$ cat config.mk
export PLATFORM = sky130hd
export DESIGN_NAME = alu_seq_flat
export DESIGN_NICKNAME = d
export VERILOG_FILES = /design/src/rtl/alu_seq_if.sv /design/src/rtl/alu_seq.sv /design/src/flat_wrapper.sv
export SDC_FILE = /design/constraint.sdc
export NUM_CORES = 1
export LEC_CHECK = 0
export CORE_MARGIN = 10
export CORE_UTILIZATION = 59
export DETAILED_ROUTE_END_ITERATION = 10
export PLACE_DENSITY = 0.93
export SLEW_MARGIN = 40
export SYNTH_ARGS = -nofsm -noshare
export SYNTH_HDL_FRONTEND = slang
export SYNTH_SLANG_ARGS = --single-unit
$ cat constraint.sdc
create_clock -name clk -period 4.3 [get_ports clk]
set_input_delay 0.43 -clock clk [delete_from_list [all_inputs] [get_ports clk]]
set_output_delay 0.43 -clock clk [all_outputs]
set_load 0.05 [all_outputs]
$ cat src/rtl/alu_seq_if.sv
// Decoder <-> ALU handshake and operand bus for alu_seq.
// The decoder side uses the master modport and the ALU uses the slave modport.
interface alu_seq_if #(
  parameter int DATA_W = 8,
  parameter int SLICES = 2
);
  localparam int W = DATA_W * SLICES;

  logic         start;
  logic [1:0]   mode;
  logic [2:0]   op;
  logic [2:0]   bit_sel;
  logic         wide;
  logic [W-1:0] a_data;
  logic [W-1:0] b_data;
  logic [3:0]   flags_in;
  logic         busy;
  logic         done;
  logic [W-1:0] res;
  logic [3:0]   flags;

  modport master (
    output start, mode, op, bit_sel, wide, a_data, b_data, flags_in,
    input  busy, done, res, flags
  );

  modport slave (
    input  start, mode, op, bit_sel, wide, a_data, b_data, flags_in,
    output busy, done, res, flags
  );
endinterface

$ cat src/rtl/alu_seq.sv
// Sequential SM83-style ALU: narrow ops in one EXEC pass, wide base ops over SLICES passes.
// Optional macro ALU_SEQ_FASTNARROW_EN computes narrow ops at the start edge (IDLE -> DONE).
module alu_seq #(
  parameter int DATA_W = 8,
  parameter int SLICES = 2
) (
  input logic      clk,
  input logic      rst,
  alu_seq_if.slave bus
);
  localparam int W    = DATA_W * SLICES;
  localparam int HW   = DATA_W / 2;
  localparam int IDXW = (SLICES > 1) ? $clog2(SLICES) : 1;

  typedef enum logic [1:0] {S_IDLE, S_EXEC, S_DONE} state_t;

  state_t state_q, state_d;

  logic [1:0]      mode_q;
  logic [2:0]      op_q;
  logic [2:0]      bit_q;
  logic            wide_q;
  logic [W-1:0]    a_q, b_q, acc_q;
  logic [3:0]      fin_q;
  logic [IDXW-1:0] idx_q;
  logic            carry_q;
  logic [W-1:0]    res_q, res_d;
  logic [3:0]      flags_q, flags_d;

  logic               load, upd, wide_eff, last_slice, n_op;
  logic [DATA_W-1:0]  slice_a, slice_b;
  logic [DATA_W+1:0]  sl;
  logic [DATA_W+3:0]  nr;
  logic [W-1:0]       wide_res;

  // Returns {carry_out, half_carry_out, result}; subtract ops return the difference (CP too).
  function automatic logic [DATA_W+1:0] base_slice(input logic [2:0] op, input logic [DATA_W-1:0] a,
                                                   input logic [DATA_W-1:0] b, input logic cin);
    logic [DATA_W:0] full;
    logic [HW:0]     half;
    logic            h;
    full = '0;
    half = '0;
    h    = 1'b0;
    case (op)
      3'd0, 3'd1: begin
        full = {1'b0, a} + {1'b0, b} + {{DATA_W{1'b0}}, cin};
        half = {1'b0, a[HW-1:0]} + {1'b0, b[HW-1:0]} + {{HW{1'b0}}, cin};
        h    = half[HW];
      end
      3'd2, 3'd3, 3'd7: begin
        full = {1'b0, a} - {1'b0, b} - {{DATA_W{1'b0}}, cin};
        half = {1'b0, a[HW-1:0]} - {1'b0, b[HW-1:0]} - {{HW{1'b0}}, cin};
        h    = half[HW];
      end
      3'd4: begin
        full = {1'b0, a & b};
        h    = 1'b1;
      end
      3'd5:    full = {1'b0, a ^ b};
      default: full = {1'b0, a | b};
    endcase
    return {full[DATA_W], h, full[DATA_W-1:0]};
  endfunction

  // Full narrow operation; returns {flags, result}.
  function automatic logic [DATA_W+3:0] narrow_calc(input logic [1:0] mode, input logic [2:0] op,
                                                    input logic [2:0] bsel, input logic [DATA_W-1:0] a,
                                                    input logic [DATA_W-1:0] b, input logic [3:0] fin);
    logic [DATA_W+1:0] s;
    logic [DATA_W-1:0] r, adj;
    logic [3:0]        f;
    logic              c;
    r   = a;
    f   = fin;
    adj = '0;
    c   = 1'b0;
    s   = '0;
    case (mode)
      2'b00: begin
        s = base_slice(op, a, b, (op == 3'd1 || op == 3'd3) ? fin[0] : 1'b0);
        r = (op == 3'd7) ? a : s[DATA_W-1:0];
        f = {s[DATA_W-1:0] == '0, op == 3'd2 || op == 3'd3 || op == 3'd7, s[DATA_W], s[DATA_W+1]};
      end
      2'b01: begin
        case (op[1:0])
          2'd0: begin
            if (DATA_W == 8) begin
              c = fin[0];
              if (!fin[2]) begin
                if (fin[0] || a > DATA_W'(9'h099)) begin
                  adj = adj | DATA_W'(8'h60);
                  c   = 1'b1;
                end
                if (fin[1] || a[3:0] > 4'h9) adj = adj | DATA_W'(8'h06);
                r = a + adj;
              end else begin
                if (fin[0]) adj = adj | DATA_W'(8'h60);
                if (fin[1]) adj = adj | DATA_W'(8'h06);
                r = a - adj;
              end
              f = {r == '0, fin[2], 1'b0, c};
            end
          end
          2'd1: begin
            r = ~a;
            f = {fin[3], 1'b1, 1'b1, fin[0]};
          end
          2'd2:    f = {fin[3], 1'b0, 1'b0, 1'b1};
          default: f = {fin[3], 1'b0, 1'b0, ~fin[0]};
        endcase
      end
      2'b10: begin
        case (op)
          3'd0: begin r = {a[DATA_W-2:0], a[DATA_W-1]}; c = a[DATA_W-1]; end
          3'd1: begin r = {a[0], a[DATA_W-1:1]};        c = a[0];        end
          3'd2: begin r = {a[DATA_W-2:0], fin[0]};      c = a[DATA_W-1]; end
          3'd3: begin r = {fin[0], a[DATA_W-1:1]};      c = a[0];        end
          3'd4: begin r = {a[DATA_W-2:0], 1'b0};        c = a[DATA_W-1]; end
          3'd5: begin r = {a[DATA_W-1], a[DATA_W-1:1]}; c = a[0];        end
          3'd6: begin r = {a[HW-1:0], a[DATA_W-1:HW]};  c = 1'b0;        end
          default: begin r = {1'b0, a[DATA_W-1:1]};     c = a[0];        end
        endcase
        f = {r == '0, 1'b0, 1'b0, c};
      end
      default: begin
        // bit_sel is 3 bits and DATA_W >= 8, so the modulo is the identity.
        case (op[1:0])
          2'b01:   f = {~a[bsel], 1'b0, 1'b1, fin[0]};
          2'b10:   r[bsel] = 1'b0;
          2'b11:   r[bsel] = 1'b1;
          default: r = a;
        endcase
      end
    endcase
    return {f, r};
  endfunction

  assign wide_eff   = wide_q && (mode_q == 2'b00);
  assign last_slice = (idx_q == IDXW'(SLICES - 1));
  assign n_op       = (op_q == 3'd2) || (op_q == 3'd3) || (op_q == 3'd7);
  assign slice_a    = a_q[idx_q*DATA_W +: DATA_W];
  assign slice_b    = b_q[idx_q*DATA_W +: DATA_W];
  assign sl         = base_slice(op_q, slice_a, slice_b, carry_q);
  assign nr         = narrow_calc(mode_q, op_q, bit_q, a_q[DATA_W-1:0], b_q[DATA_W-1:0], fin_q);

  always_comb begin
    wide_res = acc_q;
    wide_res[idx_q*DATA_W +: DATA_W] = (op_q == 3'd7) ? slice_a : sl[DATA_W-1:0];
  end

`ifdef ALU_SEQ_FASTNARROW_EN
  logic [DATA_W+3:0] fast_nr;
  assign fast_nr = narrow_calc(bus.mode, bus.op, bus.bit_sel, bus.a_data[DATA_W-1:0],
                               bus.b_data[DATA_W-1:0], bus.flags_in);
`endif

  always_comb begin
    state_d = state_q;
    load    = 1'b0;
    upd     = 1'b0;
    res_d   = res_q;
    flags_d = flags_q;
    case (state_q)
      S_IDLE: begin
        if (bus.start) begin
          load    = 1'b1;
          state_d = S_EXEC;
`ifdef ALU_SEQ_FASTNARROW_EN
          if (!(bus.wide && bus.mode == 2'b00)) begin
            state_d = S_DONE;
            upd     = 1'b1;
            res_d   = W'(fast_nr[DATA_W-1:0]);
            flags_d = fast_nr[DATA_W+3:DATA_W];
          end
`endif
        end
      end
      S_EXEC: begin
        if (!wide_eff) begin
          state_d = S_DONE;
          upd     = 1'b1;
          res_d   = W'(nr[DATA_W-1:0]);
          flags_d = nr[DATA_W+3:DATA_W];
        end else if (last_slice) begin
          state_d = S_DONE;
          upd     = 1'b1;
          res_d   = wide_res;
          flags_d = {fin_q[3], n_op, sl[DATA_W], sl[DATA_W+1]};
        end
      end
      S_DONE:  state_d = S_IDLE;
      default: state_d = S_IDLE;
    endcase
  end

  always_ff @(posedge clk or posedge rst) begin
    if (rst) state_q <= S_IDLE;
    else     state_q <= state_d;
  end

  always_ff @(posedge clk or posedge rst) begin
    if (rst) begin
      mode_q  <= '0;
      op_q    <= '0;
      bit_q   <= '0;
      wide_q  <= 1'b0;
      a_q     <= '0;
      b_q     <= '0;
      fin_q   <= '0;
      idx_q   <= '0;
      carry_q <= 1'b0;
      acc_q   <= '0;
      res_q   <= '0;
      flags_q <= '0;
    end else begin
      if (load) begin
        mode_q  <= bus.mode;
        op_q    <= bus.op;
        bit_q   <= bus.bit_sel;
        wide_q  <= bus.wide;
        a_q     <= bus.a_data;
        b_q     <= bus.b_data;
        fin_q   <= bus.flags_in;
        idx_q   <= '0;
        carry_q <= (bus.mode == 2'b00 && (bus.op == 3'd1 || bus.op == 3'd3)) ? bus.flags_in[0] : 1'b0;
        acc_q   <= '0;
      end else if (state_q == S_EXEC) begin
        acc_q   <= wide_res;
        carry_q <= sl[DATA_W+1];
        idx_q   <= idx_q + IDXW'(1);
      end
      if (upd) begin
        res_q   <= res_d;
        flags_q <= flags_d;
      end
    end
  end

  assign bus.busy  = (state_q != S_IDLE);
  assign bus.done  = (state_q == S_DONE);
  assign bus.res   = res_q;
  assign bus.flags = flags_q;
endmodule

$ cat src/flat_wrapper.sv
// flat-port wrapper written by rule: the top's interface ports become plain ports
module alu_seq_flat 
#(
  parameter int DATA_W = 8,
  parameter int SLICES = 2
)
  (clk, rst, bus_start, bus_mode, bus_op, bus_bit_sel, bus_wide, bus_a_data, bus_b_data, bus_flags_in, bus_busy, bus_done, bus_res, bus_flags);
  alu_seq_if #(.DATA_W(DATA_W), .SLICES(SLICES)) bus_i ();
  input logic clk;
  input logic rst;
  input wire logic [$bits(bus_i.start)-1:0] bus_start;
  input wire logic [$bits(bus_i.mode)-1:0] bus_mode;
  input wire logic [$bits(bus_i.op)-1:0] bus_op;
  input wire logic [$bits(bus_i.bit_sel)-1:0] bus_bit_sel;
  input wire logic [$bits(bus_i.wide)-1:0] bus_wide;
  input wire logic [$bits(bus_i.a_data)-1:0] bus_a_data;
  input wire logic [$bits(bus_i.b_data)-1:0] bus_b_data;
  input wire logic [$bits(bus_i.flags_in)-1:0] bus_flags_in;
  output wire logic [$bits(bus_i.busy)-1:0] bus_busy;
  output wire logic [$bits(bus_i.done)-1:0] bus_done;
  output wire logic [$bits(bus_i.res)-1:0] bus_res;
  output wire logic [$bits(bus_i.flags)-1:0] bus_flags;
  assign bus_i.start = bus_start;
  assign bus_i.mode = bus_mode;
  assign bus_i.op = bus_op;
  assign bus_i.bit_sel = bus_bit_sel;
  assign bus_i.wide = bus_wide;
  assign bus_i.a_data = bus_a_data;
  assign bus_i.b_data = bus_b_data;
  assign bus_i.flags_in = bus_flags_in;
  assign bus_busy = bus_i.busy;
  assign bus_done = bus_i.done;
  assign bus_res = bus_i.res;
  assign bus_flags = bus_i.flags;
  alu_seq #(.DATA_W(DATA_W), .SLICES(SLICES)) u_core (.clk(clk), .rst(rst), .bus(bus_i));
endmodule
==> qor.yml, run 1 <==
outcome: "completed"
cts_root_buf: "clkbuf_16"
routed_via_density: 6.50
antenna_cells: 0
ys_types: 70
design_area_um2: 8270
synth_common_cells: "nand2_1, dfrtp_1, ha_1, o21ai_0, inv_1"
min_path_type: "reg -> reg"
gp_congestion: 1.04
finalNetCount: 1091
start_kind: "flop"
drive_gt1_share_pct: 5.86
start_util_pct: 59.8
die-width_um: 130
skew_ps: 11.5
portBuffers: 69
synth_area_per_cell_um2: 7.74
clkLatencyLatePin_ps: 360
critPathMaxFanout: 11
cts-hold-fix-buffers: 0
slew-limit-headroom_pct: 41.0
cts_buffer_depth: 2
synth_area_um2: 7160
cts_resized: 0
synth-edff-count: 0
placed_area_um2: 7950
wl_per_cell_um: 21.4
num_vias: 7277
final_cells: 1120
crit_type: "reg -> reg"
cp.required_ps: 4580
yosysMostFrequentCell: "nand2_1"
rows: 40
grt_first_pass_wirelength_um: 37900
tns_ps: 0
syn_nets: 1048
cts_made_buffers: 9
syn_to_final_growth_pct: 15.6
routed_wl_um: 23900
synth_area_leader_cell: "dfrtp_1"
synth.ff_latch_count: 79
slew_viol_final: 0
drt-initial-drc-count: 1083
synth_area_leaders: "dfrtp_1, ha_1, nand2_1, o21ai_0, a21oi_1"
period_minus_slack_ps: 3550
die_h_um: 130
fill_cells: 969
cts_tree: "built"
ys_seq_area_share_pct: 27.6
worst_setup_path_end_kind: "flop"
track_usage_pct: 28.6
grt-ovfl-total: 0
async_reset_ff_share_pct: 100
drv_cap: 0
clkTransAtPathRegs_ps: 70
die_area_um2: 16900
numClockSinks: 79
synth_top_area_share_pct: 27.6
finalSetupViolCount: 0
postCtsSetupBuffers: 0
firstDrtPassIters: 6
finalWorstSetupSlack_ps: 746
core_area_um2: 12000
dpl_worst_slack_ps: 875
antenna_left: 0
grt_pass1_vias: 7129
grt_antenna_before_repair: 0
fmax_ghz: 0.281
arrival_ps: 3830
dp_cells: 1104
rsz0062_at_grt: "no"
worst_slew_pin_slew_ps: 886
grt_max_degree: 51
synthCells: 925
finalCritPeriodShare_pct: 82.7
yosysWarnings: 0
hpwl_um: 17600
htreeDepth: 3
ios: 70
ys.flop_type: "dfrtp_1"
drc: 0
hold_viol: 0
[state kept, by name, summed over array words and instances, names as in the netlist]
register          cells
u_core.a_q           16
u_core.b_q           16
u_core.bus.res       16
u_core.acc_q         10
u_core.bus.flags      4
u_core.fin_q          4
u_core.bit_q          3
u_core.op_q           3
u_core.mode_q         2
u_core.state_q        2
u_core.carry_q        1
u_core.idx_q          1
u_core.wide_q         1
[layout by cell type (no fill, tap or decap), types with 6 or more instances in the layout]
| master | Yosys | final |
|---|---|---|
| o21ai_1 | 35 | 35 |
| nand2b_1 | 11 | 11 |
| o21a_1 | 17 | 17 |
| nor2b_1 | 13 | 12 |
| nor2_1 | 48 | 47 |
| a31oi_1 | 10 | 10 |
| o22ai_1 | 11 | 11 |
| a22oi_1 | 7 | 7 |
| o21ai_0 | 65 | 65 |
| buf_4 | 0 | 19 |
| o211ai_1 | 12 | 12 |
| dfrtp_1 | 79 | 78 |
| xor2_1 | 12 | 12 |
| fa_1 | 8 | 8 |
| nor3_1 | 7 | 7 |
| clkdlybuf4s50_1 | 0 | 69 |
| o31ai_1 | 6 | 6 |
| nand2_1 | 185 | 184 |
| ha_1 | 67 | 67 |
| a211oi_1 | 8 | 8 |
| inv_1 | 61 | 60 |
| a21oi_1 | 56 | 56 |
| clkbuf_16 | 0 | 9 |
| nand3_1 | 20 | 20 |
| mux2i_1 | 18 | 18 |
| o221ai_1 | 7 | 7 |
| xnor2_1 | 19 | 19 |
[layer usage]
| layer | global-route usage [%] | part of all wire (%) | vias up |
|---|---|---|---|
| met1 | 34.8 | 38 | 3384 |
| met3 | 8.03 | 11 | 122 |
| met5 | 0 | 0 | - |
| met2 | 44.9 | 45 | 451 |
| met4 | 15.9 | 5.4 | 0 |
| li1 | - | - | 3320 |
[area by class of cell]
class	instances	area (um2)	area share (%)
Clock buffer	10	239	2.89
Clock inverter	6	75.1	0.908
Inverter	66	250	3.03
Multi-Input combinational cell	724	4710	57.0
Sequential cell	79	1980	23.9
Tap cell	147	184	2.22
Timing Repair Buffer	88	833	10.1
[final timing paths]
check                                     from                  to  slack (ps)  cells past startpoint
worst min-delay path            u_core.a_q[14]      u_core.a_q[14]         480                      2
max in group asynchronous                  rst    u_core.mode_q[0]        2890                      3
worst max register to register   u_core.a_q[2]   u_core.bus.res[7]         750                     17
min in group asynchronous                  rst  u_core.bus.res[13]         490                      2
worst max-delay path             u_core.a_q[2]   u_core.bus.res[7]         750                     17
worst min register to register  u_core.a_q[14]      u_core.a_q[14]         480                      2
[critical path: stages (launching register included)]
cell	delay [ps]
dfrtp_1	580
inv_2	140
a21oi_1	260
nand2_1	80
nand3_1	90
a21oi_1	120
ha_1	330
inv_1	50
mux2i_1	60
ha_1	350
a21oi_1	200
nor2_1	60
nor3_1	210
xor2_1	270
o21ai_1	130
xnor2_1	170
a211oi_1	230
o2bb2ai_1	150
[through the flow]
step | utilization (%) | hold slack, ps
4_1_cts | 69.1 | 491
6_report | 69.1 | 481
3_5_place_dp | 66.5 | 473
3_3_place_gp | 66.4 | 461
2_1_floorplan | - | 440
5_1_grt | 69.1 | 504
[cell families (layout without fill, tap and decap cells)]
logic type      after synthesis  count (layout)  share of synthesized area (%)
compound gates              279             279                           24.6
buf+inv                     122             170                           6.68
mux                          25              25                           4.20
flops                        79              79                           27.6
xor+xnor                     31              31                           3.79
fa+ha+maj                    75              75                           14.0
simple gates                314             314                           19.2
Power of run 1 is not shown: default switching activity piles up to over one toggle a cycle in this logic, so the estimate is an artifact.
==> run 2: changes to the inputs <==
- CORE_UTILIZATION: 59 -> 53
- PLACE_DENSITY: 0.93 -> 0.89
- clock period: 4.3 -> 3.25 ns (I/O delays scaled with it)
==> run 2 against run 1 <==
Net effect: non-clock buffer count increased by 36; register-to-register slack lost 590 ps; clock skew is essentially flat; via count up 3.5%; core utilization fell by 4.1 points; die area rose by 9.5%; critical path type unchanged; critical path depth decreased by 3; worst hold slack got worse by 140 ps.
==> qor.yml, run 2 (synthesis results as in run 1) <==
outcome: "completed"
routed_via_density: 6.36  # -2.2%
ios: 70  # unchanged
die-width_um: 136  # +4.7%
reg2reg_depth: 14  # -3
finalNetCount: 1127  # +3.3%
r2r_start: "u_core.idx_q"
die_area_um2: 18500  # +9.5%
fmax_ghz: 0.323  # +15%
placed_area_um2: 8220  # +3.4%
finalSetupViolCount: 0  # unchanged
cts_tree: "built"
finalWorstSetupSlack_ps: 157  # -589 ps
antenna_cells: 0  # unchanged
tns_ps: 0  # unchanged
design_area_um2: 8620  # +4.2%
cts-hold-fix-buffers: 0  # unchanged
final_common_cell: "nand2_1"
critPathMaxFanout: 6  # -5
dpl_worst_slack_ps: 111  # -764 ps
arrival_ps: 3310  # -520 ps
antenna_left: 0  # unchanged
start_util_pct: 54.0  # -5.8 points
drc: 0  # unchanged
wl_per_cell_um: 20.4  # -4.3%
worst_slew_pin_slew_ps: 674  # -211 ps
slew-limit-headroom_pct: 55.0  # +14 points
mostFrequentLayoutCells: "nand2_1, dfrtp_1, clkdlybuf4s50_1, ha_1, o21ai_0"
start_kind: "flop"
track_usage_pct: 26.0  # -2.6 points
skew_ps: 11.9  # +0.447 ps
cts_buffer_depth: 2  # unchanged
routed_wl_um: 24200  # +1.3%
core_area_um2: 13200  # +11%
cp_slowest_cell: "dfrtp_2"
crit_type: "reg -> reg"
drt-initial-drc-count: 1284  # +19%
grt-ovfl-total: 0  # unchanged
grt_max_degree: 69  # +35%
rsz0062_at_grt: "no"
clkLatencyLatePin_ps: 360  # about the same
grt_first_pass_wirelength_um: 38400  # +1.2%
hpwl_um: 17700  # +0.62%
crit_top_cell: "fa_1"
numClockSinks: 79  # unchanged
worst_setup_path_end_kind: "flop"
hold_viol: 0  # unchanged
max_stage_delay_ps: 460  # -120 ps
min_path_type: "in -> async"
worstPathCellList: "clkbuf_2, nand2_1, o21a_1, fa_1, inv_1, fa_1, a21o_1, a21oi_1, buf_4, xnor2_1, nor2_1, a211oi_1, a221oi_1, o21ai_0"
num_vias: 7533  # +3.5%
portBuffers: 69  # unchanged
grt_antenna_before_repair: 0  # unchanged
period_minus_slack_ps: 3090  # -461 ps
grt_pass1_vias: 7356  # +3.2%
firstDrtPassIters: 7  # +1
cts_root_buf: "clkbuf_16"
syn_to_final_growth_pct: 20.4
drive_gt1_share_pct: 10.2  # +4.3 points
drv_cap: 0  # unchanged
cp.required_ps: 3470  # -1110 ps
rows: 42  # +5.0%
r2r_slack_ps: 160  # -590 ps
clkTransAtPathRegs_ps: 70  # about the same
cts_made_buffers: 9  # unchanged
finalCritPeriodShare_pct: 95.2  # +13 points
slew_viol_final: 0  # unchanged
r2r-end: "u_core.acc_q[4]"
gp_congestion: 1.01  # -2.8%
hold_ws_ps: 342  # -139 ps
htreeDepth: 3  # unchanged
die_h_um: 136  # +4.7%
## run 2: cell types whose count changed in the layout (fill, tap and decap cells not counted), moves of 2 or more
| cell | previous run | this run |
|---|---|---|
| a22oi_2 | 0 | 2 |
| fa_1 | 8 | 6 |
| a21oi_2 | 0 | 4 |
| a21oi_1 | 56 | 52 |
| a22oi_1 | 7 | 5 |
| buf_4 | 19 | 54 |
| fa_2 | 0 | 2 |
## run 2: per-layer routing
layer  wire length, um  global-route usage [%]
met5                 0                       0
met4              1280                    12.5
met3              2810                    7.05
met2             11000                    41.7
met1              9110                    31.6
## run 2: through the flow
stage,utilization (%),instances
2_1_floorplan,-,925
3_3_place_gp,62.1,1164
3_5_place_dp,62.1,1164
4_1_cts,64.5,1180
5_1_grt,65.1,1185
6_report,65.1,1185
## run 2: what timing repair did
action / 4_1_cts / 5_1_grt
resized for setup: 0 / 12
setup endpoints to repair: 0 / 15
setup buffers: 0 / 5
## run 2: final cells by class
class	count	area [um2]
clock inverters	6	75.1
inverters	66	249
fillers	1114	4620
flip-flops and latches	79	1980
well taps	176	220
clock buffers	10	239
repair buffers	124	1100
multi-input cells	724	4760
## run 2: worst max-delay path, delay by kind of cell (launching register included)
kind / cells / cell delay, ps
flops: 1 / 460
simple gates: 2 / 170
buf+inv: 3 / 400
fa+ha+maj: 2 / 630
compound gates: 6 / 1230
xor+xnor: 1 / 60
## run 2: worst max path at each step
stage | startpoint | endpoint | slack [ps] | cells after the start
floorplan | u_core.op_q[0] | u_core.bus.flags[3] | -20 | 14
global placement | u_core.idx_q | u_core.carry_q | 190 | 12
detailed placement | u_core.idx_q | u_core.bus.res[15] | 110 | 13
CTS | u_core.idx_q | u_core.bus.res[15] | 30 | 13
global route | u_core.idx_q | u_core.acc_q[4] | 40 | 14
finish | u_core.idx_q | u_core.acc_q[4] | 160 | 14
Power of run 2 is left out for the same reason.
==> edit 1 (flow settings as in run 1) <==
Reset style: synchronous (`rst`), changed in 2 clocked blocks.
--- a/src/rtl/alu_seq.sv
+++ b/src/rtl/alu_seq.sv
@@ -194,12 +194,12 @@
     endcase
   end
 
-  always_ff @(posedge clk or posedge rst) begin
+  always_ff @(posedge clk) begin
     if (rst) state_q <= S_IDLE;
     else     state_q <= state_d;
   end
 
-  always_ff @(posedge clk or posedge rst) begin
+  always_ff @(posedge clk) begin
     if (rst) begin
       mode_q  <= '0;
       op_q    <= '0;
Formal check against the unedited RTL: differs if rst is asserted again (counterexample within 4 cycles, from zero or initial values and one cycle with rst high); with rst held inactive, the same outputs for 4 cycles.
==> edit 1 against run 1 <==
  * Worst setup slack got worse by 0.12 ns
  * Synthesized cell count rose by 6.7%
  * Final area fell by 2.2%
  * Routed wire length fell by 0.78%
  * Critical path depth fell by 3
  * Non-clock buffer count fell by 2
  * Synthesized area fell by 0.65%
  * Core utilization fell by 1.3 points
  * Die area fell by 0.54%
  * Via count rose by 5.0%
  * Sequential cell count fell by 2
  * First-iteration DRC count rose by 3.9%
  * Largest cell class unchanged
Power is left out: it rests on default switching activity, and per cell area and clock period it moved more than threefold.
==> edit 1: results (changes against run 1) <==
Parameter                              Value

GRT
  Grt met3 use    6.61% (was 8.03%)
  Combined global-route utilization of all metal layers    28.2% (was 28.6%)
  GR Util met1    36.3% (was 34.8%)
  Via count of the first global-routing pass    7,163 (was 7,129)

Logic synthesis
  Synth top area cells    sky130_fd_sc_hd__dfxtp_1 22%, sky130_fd_sc_hd__ha_1 12%, sky130_fd_sc_hd__nand2_1 8.3% (was sky130_fd_sc_hd__dfrtp_1 28%, sky130_fd_sc_hd__ha_1 12%, sky130_fd_sc_hd__nand2_1 9.7%)
  Xor/xnor cell area share of the yosys netlist    2.83% (was 3.79%)
  Proportion of synthesized area in mux cells    4.63% (was 4.20%)
  Sequential element share of the synthesized area    21.7% (was 27.6%)
  Arithmetic-cell share of the synthesized area counting full adders, half adders and majority gates    14.0% (about the same)
  Cell types with the highest counts after synthesis    158 x sky130_fd_sc_hd__nand2_1, 101 x sky130_fd_sc_hd__a21oi_1, 93 x sky130_fd_sc_hd__nor2_1 (was 185 x sky130_fd_sc_hd__nand2_1, 79 x sky130_fd_sc_hd__dfrtp_1, 67 x sky130_fd_sc_hd__ha_1)
  Number of register bits inferred by synthesis    77 (was 79)
  Total nets after synthesis    1,110 (was 1,048)
  Fraction of registers with async set/reset    0% (was 100%)
  Area fraction in compound gates after synthesis    27.3% (was 24.6%)

Setup path
  Worst Reg2Reg Path Length in Cells    14 (was 17)
  Signal arrival time at the worst endpoint    3.90 ns (was 3.83 ns)
  Capture point of the worst reg-to-reg path    u_core.bus.res[6] (was u_core.bus.res[7])
  Slowest CP cell    sky130_fd_sc_hd__dfxtp_1 (was sky130_fd_sc_hd__dfrtp_1)

Route
  Total wire length    23,700 um (was 23,900 um)
  Routed met2 length    10,400 um (was 10,900 um)
  Sum of routed wire segments on met1    9480 um (was 9030 um)
  Vias per std cell    6.56 (was 6.50)

Final layout
  Multi-input combinational area share    62.1% (was 57.0%)
  Register fraction of the total cell area    19.1% (was 23.9%)
  Multi-input combinational cell count    773 (was 724)
  Number of fill cells in the layout    1,036 (was 969)
  Area fraction of clock buffers and clock inverters    3.42% (was 3.80%)

Status
  Status    complete, no violations (unchanged)

Worst hold path
  Destination of the worst hold path    u_core.b_q[11] (was u_core.a_q[14])
  Startpoint of the lowest-slack hold path    u_core.b_q[11] (was u_core.a_q[14])

Timing
  Tightest slew margin relative to the limit    47.0% (was 41.0%)
  Fin Clk Skew    0.00936 ns (was 0.0115 ns)

Place
  Routability Congestion    1.02 (was 1.04)
  Placement-stage worst setup slack    0.688 ns (was 0.875 ns)
## edit 1: worst max path at each step
stage,slack [ns],startpoint,depth (start not counted),to
3_3_place_gp,0.87,u_core.a_q[2],14,u_core.bus.res[6]
2_1_floorplan,0.82,u_core.idx_q,15,u_core.acc_q[6]
3_5_place_dp,0.69,u_core.a_q[2],14,u_core.bus.res[6]
5_1_grt,0.34,u_core.a_q[2],14,u_core.bus.res[6]
6_report,0.63,u_core.a_q[2],14,u_core.bus.res[6]
4_1_cts,0.68,u_core.a_q[2],14,u_core.bus.res[6]
## edit 1: metrics by stage
step / instance area, um2 / hold slack [ns] / cells
3_3_place_gp: 7800 / 0.444 / 1148
4_1_cts: 8080 / 0.459 / 1164
5_1_grt: 8090 / 0.489 / 1164
6_report: 8090 / 0.464 / 1164
3_5_place_dp: 7810 / 0.450 / 1148
2_1_floorplan: 7110 / 0.436 / 987
==> edit 2 (config.mk and constraints of run 1) <==
Made on the original files. Add a define of `ALU_SEQ_FASTNARROW_EN`.
--- a/src/rtl/alu_seq.sv
+++ b/src/rtl/alu_seq.sv
@@ -1,5 +1,7 @@
 // Sequential SM83-style ALU: narrow ops in one EXEC pass, wide base ops over SLICES passes.
 // Optional macro ALU_SEQ_FASTNARROW_EN computes narrow ops at the start edge (IDLE -> DONE).
+`define ALU_SEQ_FASTNARROW_EN
+
 module alu_seq #(
   parameter int DATA_W = 8,
   parameter int SLICES = 2
Behaviour: not the same (a bounded check fails within 4 cycles, from zero or initial values and one cycle with rst high).
==> edit 2 against run 1 <==
  * Non-clock buffer count increased by 39
  * Worst setup slack worse by 0.38 ns
  * Routed wire length grew 58%
  * Count of clock-buffer cells in the layout fell by 1
  * Sequential cell count up 6
  * Final area rose by 44%
  * Sequential share of layout area down 6.0 points
  * Synthesized area increased by 48%
==> edit 2: results (changes against run 1) <==
Parameter                              Value

Logic synthesis
  Post-synth cell types    78 (was 70)
  Synth top area cells    sky130_fd_sc_hd__dfrtp_1 20%, sky130_fd_sc_hd__ha_1 13%, sky130_fd_sc_hd__nand2_1 5.1% (was sky130_fd_sc_hd__dfrtp_1 28%, sky130_fd_sc_hd__ha_1 12%, sky130_fd_sc_hd__nand2_1 9.7%)
  Cell types with the highest counts after synthesis    145 x sky130_fd_sc_hd__nand2_1, 115 x sky130_fd_sc_hd__nor2_1, 107 x sky130_fd_sc_hd__o21ai_0 (was 185 x sky130_fd_sc_hd__nand2_1, 79 x sky130_fd_sc_hd__dfrtp_1, 67 x sky130_fd_sc_hd__ha_1)
  Xor/xnor cell area share of the yosys netlist    3.07% (was 3.79%)
  Total nets after synthesis    1,537 (was 1,048)
  Area fraction in compound gates after synthesis    27.0% (was 24.6%)
  Arithmetic-cell share of the synthesized area counting full adders, half adders and majority gates    14.8% (was 14.0%)
  Proportion of synthesized area in mux cells    8.55% (was 4.20%)

Status
  Status    complete, no violations (unchanged)

Timing
  Worst-Margin Slew    0.823 ns (was 0.886 ns)
  Minimum clock period    3.93 ns (was 3.55 ns)
  Tightest hold margin    0.455 ns (was 0.481 ns)
  Highest achievable clock rate    254 MHz (was 281 MHz)
  Fin Clk Skew    0.0139 ns (was 0.0115 ns)

Route
  Detailed Routing Iterations Pass 1    9 (was 6)
  WL/cell    23.0 um (was 21.4 um)
  Initial DRC Count    1,593 (was 1,083)

Setup path
  CP startpoint    u_core.idx_q (was u_core.a_q[2])
  Capture point of the worst reg-to-reg path    u_core.bus.flags[0] (was u_core.bus.res[7])
  Biggest fanout along the worst timing path    20 (was 11)
  Flop2flop setup slack    0.37 ns (was 0.75 ns)
  Worst Reg2Reg Path Length in Cells    12 (was 17)

Final layout
  Layout cells sized above 1    9.04% (was 5.86%)

Place
  Instance count after placement with tap cells included    1,625 (was 1,104)
  Routability Congestion    1.01 (was 1.04)
  Placement-stage worst setup slack    0.272 ns (was 0.875 ns)

GRT
  Combined global-route utilization of all metal layers    31.0% (was 28.6%)
  Wire length of the first global-routing pass    59,600 um (was 37,900 um)

Worst hold path
  Class of the tightest hold or removal check    in -> async (was reg -> reg)
## edit 2: per-layer routing
metal	track usage, %	wire length [um]
met1	37.3	14400
met2	49.6	17100
met3	6.14	3800
met4	19.6	2460
met5	0	0
## edit 2: kinds of logic (layout without fill, tap and decap cells)
kind of cell | count (synthesis) | after routing
fa+ha+maj | 118 | 118
flops | 85 | 85
simple gates | 427 | 427
buf+inv | 202 | 247
mux | 80 | 80
xor+xnor | 37 | 37
compound gates | 422 | 422
## edit 2: report_power, final
| group | internal, mW | switching, mW |
|---|---|---|
| clock network | 0.465 | 0.396 |
| registers | 0.913 | 0.135 |
| logic | 1.20 | 1.90 |
## edit 2: cell type report
cell class / count / area [um2]
Fill cell: 1469 / 5530
Clock inverter: 7 / 86.3
Inverter: 104 / 395
Multi-Input combinational cell: 1084 / 7640
Clock buffer: 9 / 225
Tap cell: 225 / 282
Timing Repair Buffer: 127 / 1130
Sequential cell: 85 / 2130
